--- config.mk ---
export PLATFORM = sky130hd
export DESIGN_NAME = alu_share_ctrl_flat
export DESIGN_NICKNAME = d
export VERILOG_FILES = /design/src/rtl/alu_share_ctrl_if.sv /design/src/rtl/alu_share_ctrl.sv /design/src/flat_wrapper.sv
export SDC_FILE = /design/constraint.sdc
export NUM_CORES = 1
export LEC_CHECK = 0
export ABC_CLOCK_PERIOD_IN_PS = 1800
export CAP_MARGIN = 0
export CORE_ASPECT_RATIO = 0.75
export CORE_MARGIN = 1
export CORE_UTILIZATION = 30
export DETAILED_ROUTE_END_ITERATION = 8
export PLACE_DENSITY = 0.63
export RECOVER_POWER = 100
export SYNTH_ARGS = -nofsm -noshare
export SYNTH_HDL_FRONTEND = slang
export SYNTH_SLANG_ARGS = --single-unit
--- constraint.sdc ---
create_clock -name clk -period 1.8 [get_ports clk]
set_clock_uncertainty 0.15 [all_clocks]
set_input_delay 0.36 -clock clk [delete_from_list [all_inputs] [get_ports clk]]
set_output_delay 0.36 -clock clk [all_outputs]
set_load 0.01 [all_outputs]
--- src/rtl/alu_share_ctrl_if.sv ---
// Bundle between the two requesters, the shared 6-bit ALU and alu_share_ctrl.
//   req_valid/req_ready  : per-requester request handshake (bit i = requester i)
//   req_op*/req_a*/req_b*: per-requester operation payload
//   rsp_valid/rsp_ready  : per-requester response handshake
//   rsp_data             : captured ALU bits {OF, ZF, result/CF[6:0]}
//   alu_sw/alu_ledr      : drive to / result from the shared combinational ALU
// master = requesters plus the ALU (environment side), slave = the controller.
interface alu_share_ctrl_if;
    logic [1:0]  req_valid;
    logic [1:0]  req_ready;
    logic [2:0]  req_op0;
    logic [5:0]  req_a0;
    logic [5:0]  req_b0;
    logic [2:0]  req_op1;
    logic [5:0]  req_a1;
    logic [5:0]  req_b1;
    logic [1:0]  rsp_valid;
    logic [1:0]  rsp_ready;
    logic [8:0]  rsp_data;
    logic [14:0] alu_sw;
    logic [14:0] alu_ledr;

    modport master (
        output req_valid, req_op0, req_a0, req_b0, req_op1, req_a1, req_b1,
        output rsp_ready, alu_ledr,
        input  req_ready, rsp_valid, rsp_data, alu_sw
    );

    modport slave (
        input  req_valid, req_op0, req_a0, req_b0, req_op1, req_a1, req_b1,
        input  rsp_ready, alu_ledr,
        output req_ready, rsp_valid, rsp_data, alu_sw
    );
endinterface

--- src/rtl/alu_share_ctrl.sv ---
// Round-robin sequencer sharing one combinational 6-bit ALU between two
// requesters: accept one op, hold it on alu_sw for LAT cycles, capture
// alu_ledr[8:0], return it on the granted requester's response channel.
//   clk, rst_n : rising-edge clock, asynchronous active-low reset
//   bus        : request/response handshakes and ALU drive/result
//   busy       : high whenever the sequencer is not idle
//   op_count   : completed responses, wraps modulo 2^CNT_W
module alu_share_ctrl #(
    parameter int unsigned LAT   = 1,
    parameter int unsigned CNT_W = 8
) (
    input  logic             clk,
    input  logic             rst_n,
    alu_share_ctrl_if.slave  bus,
    output logic             busy,
    output logic [CNT_W-1:0] op_count
);
    localparam int unsigned       EXEC_W    = 4;
    localparam logic [EXEC_W-1:0] EXEC_LAST = EXEC_W'(LAT - 1);

    typedef enum logic [1:0] {
        IDLE = 2'd0,
        EXEC = 2'd1,
        RESP = 2'd2
    } state_e;

    state_e            state_q,    state_d;
    logic              ptr_q,      ptr_d;
    logic              gnt_q,      gnt_d;
    logic [EXEC_W-1:0] exec_cnt_q, exec_cnt_d;
    logic [14:0]       sw_q,       sw_d;
    logic [8:0]        data_q,     data_d;
    logic [1:0]        rsp_valid_q, rsp_valid_d;
    logic              busy_q,     busy_d;
    logic [CNT_W-1:0]  op_count_q, op_count_d;
    logic [1:0]        req_ready_c;
    logic              sel;
    logic [5:0]        ledr_unused;

    // Upper ALU output bits (display-only on the board) are not captured.
    assign ledr_unused = bus.alu_ledr[14:9];

    // Next-state, grant and capture logic.
    always_comb begin
        state_d     = state_q;
        ptr_d       = ptr_q;
        gnt_d       = gnt_q;
        exec_cnt_d  = exec_cnt_q;
        sw_d        = sw_q;
        data_d      = data_q;
        op_count_d  = op_count_q;
        req_ready_c = 2'b00;
        // Pointer breaks ties only; a lone requester always wins.
        sel         = (bus.req_valid == 2'b11) ? ptr_q : bus.req_valid[1];

        case (state_q)
            IDLE: begin
                if (bus.req_valid != 2'b00) begin
                    req_ready_c[sel] = 1'b1;
                    sw_d       = sel ? {bus.req_op1, bus.req_a1, bus.req_b1}
                                     : {bus.req_op0, bus.req_a0, bus.req_b0};
                    gnt_d      = sel;
                    ptr_d      = ~sel;
                    exec_cnt_d = '0;
                    state_d    = EXEC;
                end
            end
            EXEC: begin
                exec_cnt_d = exec_cnt_q + EXEC_W'(1);
                if (exec_cnt_q == EXEC_LAST) begin
                    data_d  = bus.alu_ledr[8:0];
                    state_d = RESP;
                end
            end
            RESP: begin
                if (bus.rsp_ready[gnt_q]) begin
                    op_count_d = op_count_q + CNT_W'(1);
                    state_d    = IDLE;
                end
            end
            default: state_d = IDLE;
        endcase

        rsp_valid_d = (state_d == RESP) ? (gnt_d ? 2'b10 : 2'b01) : 2'b00;
        busy_d      = (state_d != IDLE);
    end

    // State and output registers.
    always_ff @(posedge clk or negedge rst_n) begin
        if (!rst_n) begin
            state_q     <= IDLE;
            ptr_q       <= 1'b0;
            gnt_q       <= 1'b0;
            exec_cnt_q  <= '0;
            sw_q        <= '0;
            data_q      <= '0;
            rsp_valid_q <= 2'b00;
            busy_q      <= 1'b0;
            op_count_q  <= '0;
        end else begin
            state_q     <= state_d;
            ptr_q       <= ptr_d;
            gnt_q       <= gnt_d;
            exec_cnt_q  <= exec_cnt_d;
            sw_q        <= sw_d;
            data_q      <= data_d;
            rsp_valid_q <= rsp_valid_d;
            busy_q      <= busy_d;
            op_count_q  <= op_count_d;
        end
    end

    assign bus.req_ready = req_ready_c;
    assign bus.rsp_valid = rsp_valid_q;
    assign bus.rsp_data  = data_q;
    assign bus.alu_sw    = sw_q;
    assign busy          = busy_q;
    assign op_count      = op_count_q;
endmodule

--- src/flat_wrapper.sv ---
// flat-port wrapper written by rule: the top's interface ports become plain ports
module alu_share_ctrl_flat 
#(
    parameter int unsigned LAT   = 1,
    parameter int unsigned CNT_W = 8
)
  (clk, rst_n, busy, op_count, bus_req_valid, bus_req_op0, bus_req_a0, bus_req_b0, bus_req_op1, bus_req_a1, bus_req_b1, bus_rsp_ready, bus_alu_ledr, bus_req_ready, bus_rsp_valid, bus_rsp_data, bus_alu_sw);
  alu_share_ctrl_if bus_i ();
  input  logic clk;
  input  logic rst_n;
  output logic busy;
  output logic [CNT_W-1:0] op_count;
  input wire logic [$bits(bus_i.req_valid)-1:0] bus_req_valid;
  input wire logic [$bits(bus_i.req_op0)-1:0] bus_req_op0;
  input wire logic [$bits(bus_i.req_a0)-1:0] bus_req_a0;
  input wire logic [$bits(bus_i.req_b0)-1:0] bus_req_b0;
  input wire logic [$bits(bus_i.req_op1)-1:0] bus_req_op1;
  input wire logic [$bits(bus_i.req_a1)-1:0] bus_req_a1;
  input wire logic [$bits(bus_i.req_b1)-1:0] bus_req_b1;
  input wire logic [$bits(bus_i.rsp_ready)-1:0] bus_rsp_ready;
  input wire logic [$bits(bus_i.alu_ledr)-1:0] bus_alu_ledr;
  output wire logic [$bits(bus_i.req_ready)-1:0] bus_req_ready;
  output wire logic [$bits(bus_i.rsp_valid)-1:0] bus_rsp_valid;
  output wire logic [$bits(bus_i.rsp_data)-1:0] bus_rsp_data;
  output wire logic [$bits(bus_i.alu_sw)-1:0] bus_alu_sw;
  assign bus_i.req_valid = bus_req_valid;
  assign bus_i.req_op0 = bus_req_op0;
  assign bus_i.req_a0 = bus_req_a0;
  assign bus_i.req_b0 = bus_req_b0;
  assign bus_i.req_op1 = bus_req_op1;
  assign bus_i.req_a1 = bus_req_a1;
  assign bus_i.req_b1 = bus_req_b1;
  assign bus_i.rsp_ready = bus_rsp_ready;
  assign bus_i.alu_ledr = bus_alu_ledr;
  assign bus_req_ready = bus_i.req_ready;
  assign bus_rsp_valid = bus_i.rsp_valid;
  assign bus_rsp_data = bus_i.rsp_data;
  assign bus_alu_sw = bus_i.alu_sw;
  alu_share_ctrl #(.LAT(LAT), .CNT_W(CNT_W)) u_core (.clk(clk), .rst_n(rst_n), .bus(bus_i), .busy(busy), .op_count(op_count));
endmodule
==> impl_metrics.py, run 1 <==
metrics = {
    "routing": {
        "wire_per_inst_um": 14.0,
        "drtIter0Drc": 83,
        "viasPerCell": 4.85,
        "dr.pass1.iters": 4,
        "routed_wl_um": 5230,
        "num_vias": 1810,
        "final_antenna_net_count": 0,
        "drc": 0,
    },
    "timing": {
        "setup_ws_ns": 0.0461,
        "fin_crit_sh_pct": 97.4,
        "final.min_clock_period_ns": 1.75,
        "holdWs_ns": 0.339,
        "worst_slew_pin_slew_ns": 0.582,
        "fmax_ghz": 0.570,
        "rsz0062_at_grt": "false",
        "setup_viol": 0,
        "hold_violations": 0,
        "drv_slew": 0,
        "timing.setup.tns_ns": 0,
        "slew_headroom_pct": 61.2,
    },
    "final_layout": {
        "fin_util_pct": 49.8,
        "finalNonFillerCells": 373,
        "syn2layout_area_growth_pct": 57.5,
        "layout.nets": 345,
        "drive_above_1_share_pct": 19.2,
        "antenna_cells": 0,
        "fin_area_um2": 3190,
        "fillCellCount": 625,
    },
    "place": {
        "io_buffers": 81,
        "routabilityCongestion": 0.760,
        "dpl.cell_count": 356,
        "place_ws_ns": -0.544,
        "dp_hpwl_um": 3730,
        "placed_area_um2": 3030,
    },
    "global_route": {
        "grtUsageTotal_pct": 15.0,
        "grt_antenna_before_repair": 0,
        "grt_max_degree": 44,
        "grt_pass1_wl_um": 8500,
        "first_global_vias": 1788,
        "grt-ovfl-total": 0,
    },
    "floorplanning": {
        "num_rows": 25,
        "core_area_um2": 6410,
        "die_y_um": 73.2,
        "die-area_um2": 7090,
        "io_pins": 88,
        "chipWidth_um": 96.9,
        "initial_core_util_pct": 31.6,
    },
    "synthesis": {
        "synth-seq-cells": 43,
        "syn_avg_cell_area_um2": 10.8,
        "netlist_instances": 187,
        "yosysSeqAreaShare_pct": 53.1,
        "ys_warn_count": 0,
        "synth_area_um2": 2030,
        "ys.flop_type": "dfrtp_1",
        "async_flop_share_pct": 100,
        "yosysUniqueCellTypes": 43,
        "syn_nets": 241,
        "synth-edff-count": 0,
    },
    "clock_network": {
        "cts_made_buffers": 5,
        "cts_max_level": 2,
        "cts.reportedPaths.clkPinSlew_ns": 0.09,
        "cts_max_path_buffers": 2,
        "clock-sinks": 43,
        "cts_root_buf": "clkbuf_8",
        "clock_latency_ns": 0.29,
        "cts_tree": "yes",
    },
    "worst_setup_path": {
        "crit_family": "buffers and inverters",
        "cp-end-kind": "primary output",
        "path_buf_inv": 1,
        "cp_data_arrival_time_ns": 1.24,
        "cp-start-kind": "flip-flop",
        "critPathMaxStageDelay_ns": 0.60,
        "critPathKind": "reg -> out",
        "r2r_slack_ns": 0.11,
        "reg2reg_from": "u_core.exec_cnt_q[0]",
        "cp_data_required_time_ns": 1.29,
        "r2r_cells": 5,
        "crit_fanout": 1,
        "crit_slowest_cell": "dlygate4sd3_1",
        "timing.rr.end": "u_core.bus.rsp_data[6]",
        "crit_path_start": "u_core.bus.rsp_valid[0]",
        "cp_cell_sequence": "dlygate4sd3_1",
    },
    "power_and_ir_drop": {
        "leakage_nw": 1.37,
        "total_power_mw": 4.97,
        "ir_worst_vdd_uv": 534,
        "pwr_density_cell_nw_per_um2": 1560,
    },
    "min_path": {
        "holdCritPathClass": "reg -> reg",
        "whs_path_depth": 1,
        "hold_end": "u_core.op_count[5]",
        "hp-start": "u_core.op_count[5]",
    },
    "run_status": {
        "outcome": "finished clean",
    },
    "job": {
        "maxCapViolations": 0,
    },
}
state kept, by name, summed over array words and instances (netlist names):
register              flops
u_core.exec_cnt_q         4
u_core.bus.rsp_valid      2
u_core.busy               1
u_core.state_q            2
u_core.bus.alu_sw        15
u_core.gnt_q              1
u_core.op_count           8
u_core.bus.rsp_data       9
u_core.ptr_q              1
cells in the final DEF (no fill, tap or decap), types with 2 or more instances in the layout:
cell and instances:
clkdlybuf4s50_1 75, dfrtp_1 43, buf_4 20, nand3_1 18, o21ai_0 18, a21oi_1 16
a31oi_1 15, mux2_2 9, inv_1 6, clkbuf_8 6, xor2_1 5, nand2_1 4
nor3b_1 3, nand3b_1 3, ha_1 3, buf_2 3, clkbuf_4 3, nand2_2 2
mux2i_1 2, nor2_1 2, xnor2_1 2, o211ai_1 2, dlygate4sd3_1 2, dlygate4sd2_1 2
worst max-delay path by stage:
stage,cells past startpoint,endpoint
5_1_grt,5,u_core.bus.rsp_data[5]
2_1_floorplan,4,bus_req_ready[0]
3_5_place_dp,5,bus_req_ready[0]
4_1_cts,4,u_core.bus.alu_sw[5]
6_report,1,bus_rsp_valid[0]
3_3_place_gp,5,bus_req_ready[0]
layer usage:
metal  vias up  GRT usage, %  wire [um]
li1        877             -          -
met1       860          19.9       2420
met2        68          24.3       2430
met3         5          4.79        356
met4         0          3.48         28
met5         -             0          0
synth_stat cells (2+ instances only):
library cell,number,area (um^2)
nand3_1,18,90.1
a31oi_1,15,93.8
xnor2_1,2,17.5
ha_1,3,37.5
nor2_1,2,7.51
clkbuf_1,3,11.3
nor3b_1,2,15.0
mux2_2,9,101
a21oi_1,17,85.1
inv_1,6,22.5
o211ai_1,2,15.0
nand2b_1,2,12.5
xor2_1,5,43.8
buf_2,5,25.0
nand2_1,5,18.8
nand3b_1,3,22.5
o21ai_0,18,90.1
nor3b_2,2,25.0
buf_6,2,22.5
dfrtp_1,43,1080
logic make-up after synthesis:
group | share of synthesized area [%]
AO/OA/AOI/OAI | 15.8
AND/OR/NAND/NOR | 14.8
flip-flops | 53.1
buffers and inverters | 4.26
multiplexers | 7.16
XOR/XNOR | 3.03
adder cells (fa/ha/maj) | 1.85
cell type report:
class | count | area [um^2] | area share, %
Sequential cell | 43 | 1080 | 33.7
Inverter | 6 | 22.5 | 0.706
Clock buffer | 6 | 82.6 | 2.59
Clock inverter | 2 | 35.0 | 1.10
Timing Repair Buffer | 108 | 1010 | 31.7
Multi-Input combinational cell | 127 | 862 | 27.0
Tap cell | 81 | 101 | 3.18
what timing repair did:
item,CTS,global route
endpoints found under the hold margin,43,0
hold buffers,1,0
gates resized for setup,14,1
pin swaps,0,3
setup buffers,3,5
setup endpoints to repair,4,20
report_power, final:
part           leakage [nW]  switching [mW]  internal (mW)
clock network        0.0612           0.341          0.449
logic                 0.791            1.09           1.42
registers             0.514           0.267           1.40
total                  1.37            1.70           3.27
(Power assumes the default switching activity.)
==> run 2, diff against run 1 <==
Settings changed: CTS_BUF_LIST set to sky130_fd_sc_hd__clkbuf_8, SLEW_MARGIN set to 20.
==> results of run 2 <==
The final DEF is identical to that of run 1; final timing and power are the same.
